### config.mk
export PLATFORM = sky130hd
export DESIGN_NAME = regfile_port_arbiter
export DESIGN_NICKNAME = d
export VERILOG_FILES = /design/src/rtl/regfile_port_arbiter.sv
export SDC_FILE = /design/constraint.sdc
export NUM_CORES = 1
export LEC_CHECK = 0
export CAP_MARGIN = 20
export CORE_MARGIN = 1
export CORE_UTILIZATION = 38
export CTS_CLUSTER_DIAMETER = 150
export DETAILED_ROUTE_END_ITERATION = 8
export GPL_ROUTABILITY_DRIVEN = 0
export PLACE_DENSITY = 0.87
export REMOVE_ABC_BUFFERS = 1
export SLEW_MARGIN = 40
export SYNTH_ARGS = -nofsm -noshare
export SYNTH_HDL_FRONTEND = slang
export SYNTH_SLANG_ARGS = --single-unit
### constraint.sdc
create_clock -name CLK -period 4 [get_ports CLK]
set_input_delay 0.4 -clock CLK [delete_from_list [all_inputs] [get_ports CLK]]
set_output_delay 0.4 -clock CLK [all_outputs]
set_load 0.03 [all_outputs]
### src/rtl/regfile_port_arbiter.sv
// Register-file port arbiter: owns write port 3 and shares read port 2
// between the single-cycle core and a debug requester. After reset it
// clears x1..REG_COUNT-1 through the write port while the core is stalled.
module regfile_port_arbiter #(
    parameter int unsigned DATA_WIDTH = 32,
    parameter int unsigned ADDR_WIDTH = 5,
    parameter int unsigned REG_COUNT  = 32,
    parameter int unsigned MAX_WAIT   = 8
) (
    input  logic                  CLK,
    input  logic                  rst_n,

    input  logic                  core_we,
    input  logic [ADDR_WIDTH-1:0] core_a3,
    input  logic [DATA_WIDTH-1:0] core_wd3,
    input  logic [ADDR_WIDTH-1:0] core_a2,
    input  logic                  core_rs2_en,
    output logic                  core_stall,
    output logic                  init_done,

    input  logic                  dbg_req,
    input  logic                  dbg_we,
    input  logic [ADDR_WIDTH-1:0] dbg_addr,
    input  logic [DATA_WIDTH-1:0] dbg_wdata,
    output logic                  dbg_ack,
    output logic [DATA_WIDTH-1:0] dbg_rdata,

    output logic                  rf_we3,
    output logic [ADDR_WIDTH-1:0] rf_a3,
    output logic [DATA_WIDTH-1:0] rf_wd3,
    output logic [ADDR_WIDTH-1:0] rf_a2,
    input  logic [DATA_WIDTH-1:0] rf_rd2
);

    localparam int unsigned           WAIT_W   = $clog2(MAX_WAIT + 1);
    localparam logic [ADDR_WIDTH-1:0] LAST_IDX = ADDR_WIDTH'(REG_COUNT - 1);
    localparam logic [WAIT_W-1:0]     WAIT_MAX = WAIT_W'(MAX_WAIT);

    typedef enum logic [1:0] {
        ST_INIT  = 2'd0,
        ST_IDLE  = 2'd1,
        ST_SERVE = 2'd2,
        ST_ACK   = 2'd3
    } state_e;

    state_e                state_q;
    logic [ADDR_WIDTH-1:0] init_cnt_q;
    logic [WAIT_W-1:0]     wait_cnt_q;
    logic                  dbg_ack_q;
    logic [DATA_WIDTH-1:0] dbg_rdata_q;
    logic                  init_done_q;

    logic                  dbg_free;
    logic                  dbg_force;
    logic                  dbg_grant;

    // Debug gets the port when the core leaves it idle, or by force after MAX_WAIT waits
    always_comb begin
        dbg_free  = dbg_we ? !core_we : !core_rs2_en;
        dbg_force = (wait_cnt_q == WAIT_MAX);
        dbg_grant = (state_q == ST_SERVE) && (dbg_free || dbg_force);
    end

    // Register-file port steering and core stall
    always_comb begin
        rf_we3     = core_we && (core_a3 != '0);
        rf_a3      = core_a3;
        rf_wd3     = core_wd3;
        rf_a2      = core_a2;
        core_stall = 1'b0;
        if (!rst_n) begin
            rf_we3     = 1'b0;
            core_stall = 1'b1;
        end else if (state_q == ST_INIT) begin
            rf_we3     = 1'b1;
            rf_a3      = init_cnt_q;
            rf_wd3     = '0;
            core_stall = 1'b1;
        end else if (dbg_grant) begin
            core_stall = dbg_force && !dbg_free;
            if (dbg_we) begin
                rf_we3 = (dbg_addr != '0);
                rf_a3  = dbg_addr;
                rf_wd3 = dbg_wdata;
            end else begin
                rf_a2 = dbg_addr;
                // A stalled core re-presents its write next cycle, so drop it now
                if (core_stall) begin
                    rf_we3 = 1'b0;
                end
            end
        end
    end

    // Sequencer: init sweep, debug request tracking, ack and read-data capture
    always_ff @(posedge CLK) begin
        if (!rst_n) begin
            state_q     <= ST_INIT;
            init_cnt_q  <= ADDR_WIDTH'(1);
            wait_cnt_q  <= '0;
            dbg_ack_q   <= 1'b0;
            dbg_rdata_q <= '0;
            init_done_q <= 1'b0;
        end else begin
            dbg_ack_q <= 1'b0;
            case (state_q)
                ST_INIT: begin
                    if (init_cnt_q == LAST_IDX) begin
                        state_q     <= ST_IDLE;
                        init_done_q <= 1'b1;
                    end else begin
                        init_cnt_q <= init_cnt_q + ADDR_WIDTH'(1);
                    end
                end
                ST_IDLE: begin
                    if (dbg_req) begin
                        state_q    <= ST_SERVE;
                        wait_cnt_q <= '0;
                    end
                end
                ST_SERVE: begin
                    if (dbg_grant) begin
                        state_q   <= ST_ACK;
                        dbg_ack_q <= 1'b1;
                        if (!dbg_we) begin
                            dbg_rdata_q <= rf_rd2;
                        end
                    end else begin
                        wait_cnt_q <= wait_cnt_q + WAIT_W'(1);
                    end
                end
                ST_ACK: begin
                    state_q <= ST_IDLE;
                end
                default: begin
                    state_q <= ST_INIT;
                end
            endcase
        end
    end

    assign dbg_ack   = dbg_ack_q;
    assign dbg_rdata = dbg_rdata_q;
    assign init_done = init_done_q;

endmodule

==> flow_results.org <==
** Yosys
- Counting every instance in the synthesized netlist gives 337.
- sky130_fd_sc_hd__nand2_1 is the most common cell in the netlist.
- Top post-synthesis cells by area :: sky130_fd_sc_hd__dfxtp_1 33%, sky130_fd_sc_hd__mux2i_1 13%, sky130_fd_sc_hd__nand2_1 11%, sky130_fd_sc_hd__a21boi_0 9.4%, sky130_fd_sc_hd__nor2_1 4.6%
- Area share of the largest cell type after synthesis :: 0.3310
- After synthesis, the mean cell area works out to 8.075 um^2.
- Counting flops with an async set or reset pin after synthesis yields a share of 0.
- Sequential-to-total area share from yosys stat :: 0.3310
- Synth area leader :: sky130_fd_sc_hd__dfxtp_1
- The Yosys step of the flow raised 0 warnings.
- The cell area that synthesis handed to floorplanning was 2721 um^2.
- The synthesized design contains 45 register bits.
- Most used standard cells in the synthesized netlist :: 79 x sky130_fd_sc_hd__nand2_1, 45 x sky130_fd_sc_hd__dfxtp_1, 35 x sky130_fd_sc_hd__mux2i_1
- Among all flip-flop cells after synthesis, the most frequent one is sky130_fd_sc_hd__dfxtp_1.
- The synthesized design contains 0 enable-type register cells.
- The synthesized netlist contains 40 unique library cells.

** Flow run
- The tool flagged a number of max-cap violations equal to 0.

** Outcome
- The flow ran to the end, and the final reports show no timing, DRC or antenna violations.

** Setup path
- Along the worst path, the maximum fanout reaches 28.
- STA puts the critical path data arrival time at 2980 ps.
- Cells along the critical path :: inv_1, ha_1, nand2_1, a211oi_4, buf_4, mux2i_1, nor2_1, clkdlybuf4s50_1
- Worst Setup Start Kind :: flip-flop
- Data on the critical path is required at its endpoint by 3600 ps.
- On the worst path, the slowest cell contributes a delay of 700 ps.
- The slowest stage of the critical path is the sky130_fd_sc_hd__clkdlybuf4s50_1 cell.
- Category of the most critical setup path :: reg2out
- Crit path capture type :: primary output

** Floorplanning
- Starting density of the core :: 0.3962
- The floorplan step defined a core boundary enclosing 6869 um^2.
- Area enclosed by the die boundary :: 7504 um^2
- X dimension of the die :: 86.63 um
- Die height :: 86.63 um
- IO Pins :: 195
- In this run the core area contains 30 standard-cell rows.

** Global route
- Largest net degree at the start of global routing :: 34
- Remaining global-route overflow :: 0
- Across every metal layer, demand over resource in global routing totals 0.2499.
- Number of global-route vias before repair :: 3,100
- The first global-routing pass estimated 14.65 mm of wire.
- Initial antenna violation count :: 0

** Detailed routing
- The count of nets left with antenna violations once routing finished came out at 0.
- WL per Instance :: 15.31 um
- Initial detailed-routing violation count :: 129
- For this run, design rule violations remaining after detail routing come to 0.
- Number of detailed-route iterations in the first pass :: 4
- Routed vias/inst :: 4.950
- Wirelength, routed :: 9.494 mm
- Vias post-DR :: 3,069

** Clock tree
- Post-CTS setup-driven buffer insertion count :: 0
- Counting along the longest clock path gives a buffer depth of 2.
- The tree built by TritonCTS fans out to 45 sinks.
- Reg clk slew, reported paths :: 90 ps
- Clock Root Buffer :: sky130_fd_sc_hd__clkbuf_8
- TritonCTS created 5 clock buffers.
- Clock tree from TritonCTS :: built
- Post-CTS repair changed the size of 0 cells.
- Clk Latency, worst-skew pair :: 300 ps
- Level count of the clock H-tree :: 2
- Buffers inserted to repair hold after CTS numbered 0.

** STA
- Least-Margin Pin Slew :: 757.4 ps
- The count of final max-slew check failures was 0.
- Fin crit period :: 3384 ps
- Final setup skew :: 10.83 ps
- The hold violation count in the final report was 0.
- For the final routed database, the setup TNS stands at 0 ps.
- Relative slew slack :: 0.4886
- Maximum achievable frequency :: 295.5 MHz
- Final worst path period share :: 0.8461
- Setup repair after global routing left no endpoint under its margin.
- After layout, the worst setup slack is 615.8 ps.
- Setup violations remaining at the end of the flow were counted as 0.

** Final layout
- Syn-to-layout area delta :: 78.11%
- For this run, the share of the core covered by cells in the final layout is 0.7056.
- The number of antenna diodes in the final layout is 0.
- Proportion of layout cells with a drive suffix above 1 :: 0.08779
- Summing all non-filler instances in the final layout gives an area of 4847 um^2.
- Final net count :: 647
- # fillers :: 558

** Placed design
- Port Buf Inserts :: 194
- OpenSTA, run right after detailed placement, puts the worst setup slack at 821.7 ps.
- Post-placement cell area :: 4748 um^2
- Hpwl dp :: 7.393 mm

** Pwr
- Ratio of total power to cell area :: 294.4 nW/um^2
- Static leakage :: 1.701 nW
- Post-layout total power :: 0.001427 W
- Worst-case vdd ir drop :: 229.7 uV

** Min path
- Worst min-delay path category :: reg2reg
==> sequential cells by signal, summed over array words and instances, names as in the netlist <==
name / cells
init_cnt_q: 5
dbg_ack: 1
dbg_rdata: 32
wait_cnt_q: 4
init_done: 1
state_q: 2
==> worst max-delay path: cells and delay by family, from the launching register on <==
kind / cells / cell delay, ps
buf+inv: 3 / 1200
fa+ha+maj: 1 / 330
mux: 1 / 150
compound gates: 1 / 250
simple gates: 2 / 390
flops: 1 / 330
==> worst paths after layout <==
check,startpoint,end,slack (ps),cells after the start
max reg2reg,state_q[0],dbg_rdata[7],2050,7
min reg2reg,dbg_rdata[16],dbg_rdata[16],460,2
min,dbg_rdata[16],dbg_rdata[16],460,2
max,state_q[0],rf_wd3[27],620,8
==> power breakdown <==
group          internal [W]  switching (W)
clock              0.000142       0.000159
sequential         0.000467      0.0000199
combinational      0.000313       0.000325
total              0.000923       0.000504
==> kinds of logic after synthesis <==
| group | share of synthesized area |
|---|---|
| AND/OR/NAND/NOR | 0.2395 |
| AO/OA/AOI/OAI | 0.1743 |
| flip-flops | 0.3310 |
| multiplexers | 0.1577 |
| buffers and inverters | 0.05563 |
| adder cells (fa/ha/maj) | 0.03218 |
| XOR/XNOR | 0.009657 |
==> metal layers <==
layer | part of all wire | track usage | vias up | routed length [um]
met5 | 0 | 0 | - | 0
met4 | 0.031 | 0.1091 | 0 | 299
met3 | 0.096 | 0.09143 | 22 | 916
met2 | 0.49 | 0.4466 | 133 | 4648
met1 | 0.38 | 0.2631 | 1399 | 3630
li1 | - | - | 1515 | -
==> layout by cell type (no fill, tap or decap), drive strengths merged, types with 2 or more instances in the layout <==
cell type / Yosys / layout
clkdlybuf4s50: 0 / 176
nand2: 79 / 79
dfxtp: 45 / 45
mux2i: 35 / 35
a21boi: 34 / 34
nor2: 33 / 33
buf: 9 / 25
inv: 9 / 10
o21ai: 7 / 7
nor3: 7 / 7
mux2: 7 / 7
ha: 7 / 7
nand3: 6 / 6
and2: 6 / 6
clkbuf: 13 / 6
a21oi: 5 / 5
a211oi: 4 / 4
nor2b: 3 / 3
o22ai: 3 / 3
nor4: 3 / 3
xnor2: 3 / 3
nand2b: 2 / 2
or3: 2 / 2
==> stage by stage <==
step                      hold slack, ps  std cells
final                              464.4        620
after floorplan                    454.7        315
after global placement             447.8        612
after global routing               491.3        620
after detailed placement           457.6        612
after CTS                          468.8        620
==> cell type report <==
class | count | area [um^2] | share of cell area
clock buffer | 6 | 82.58 | 0.01704
clock inverter | 2 | 16.27 | 0.003356
inverter | 9 | 33.78 | 0.006970
multi-input combinational | 261 | 1669 | 0.3443
sequential | 45 | 900.9 | 0.1859
tap | 96 | 120.1 | 0.02478
timing repair buffer | 201 | 2024 | 0.4177
Power figures use the tool's default switching activity.
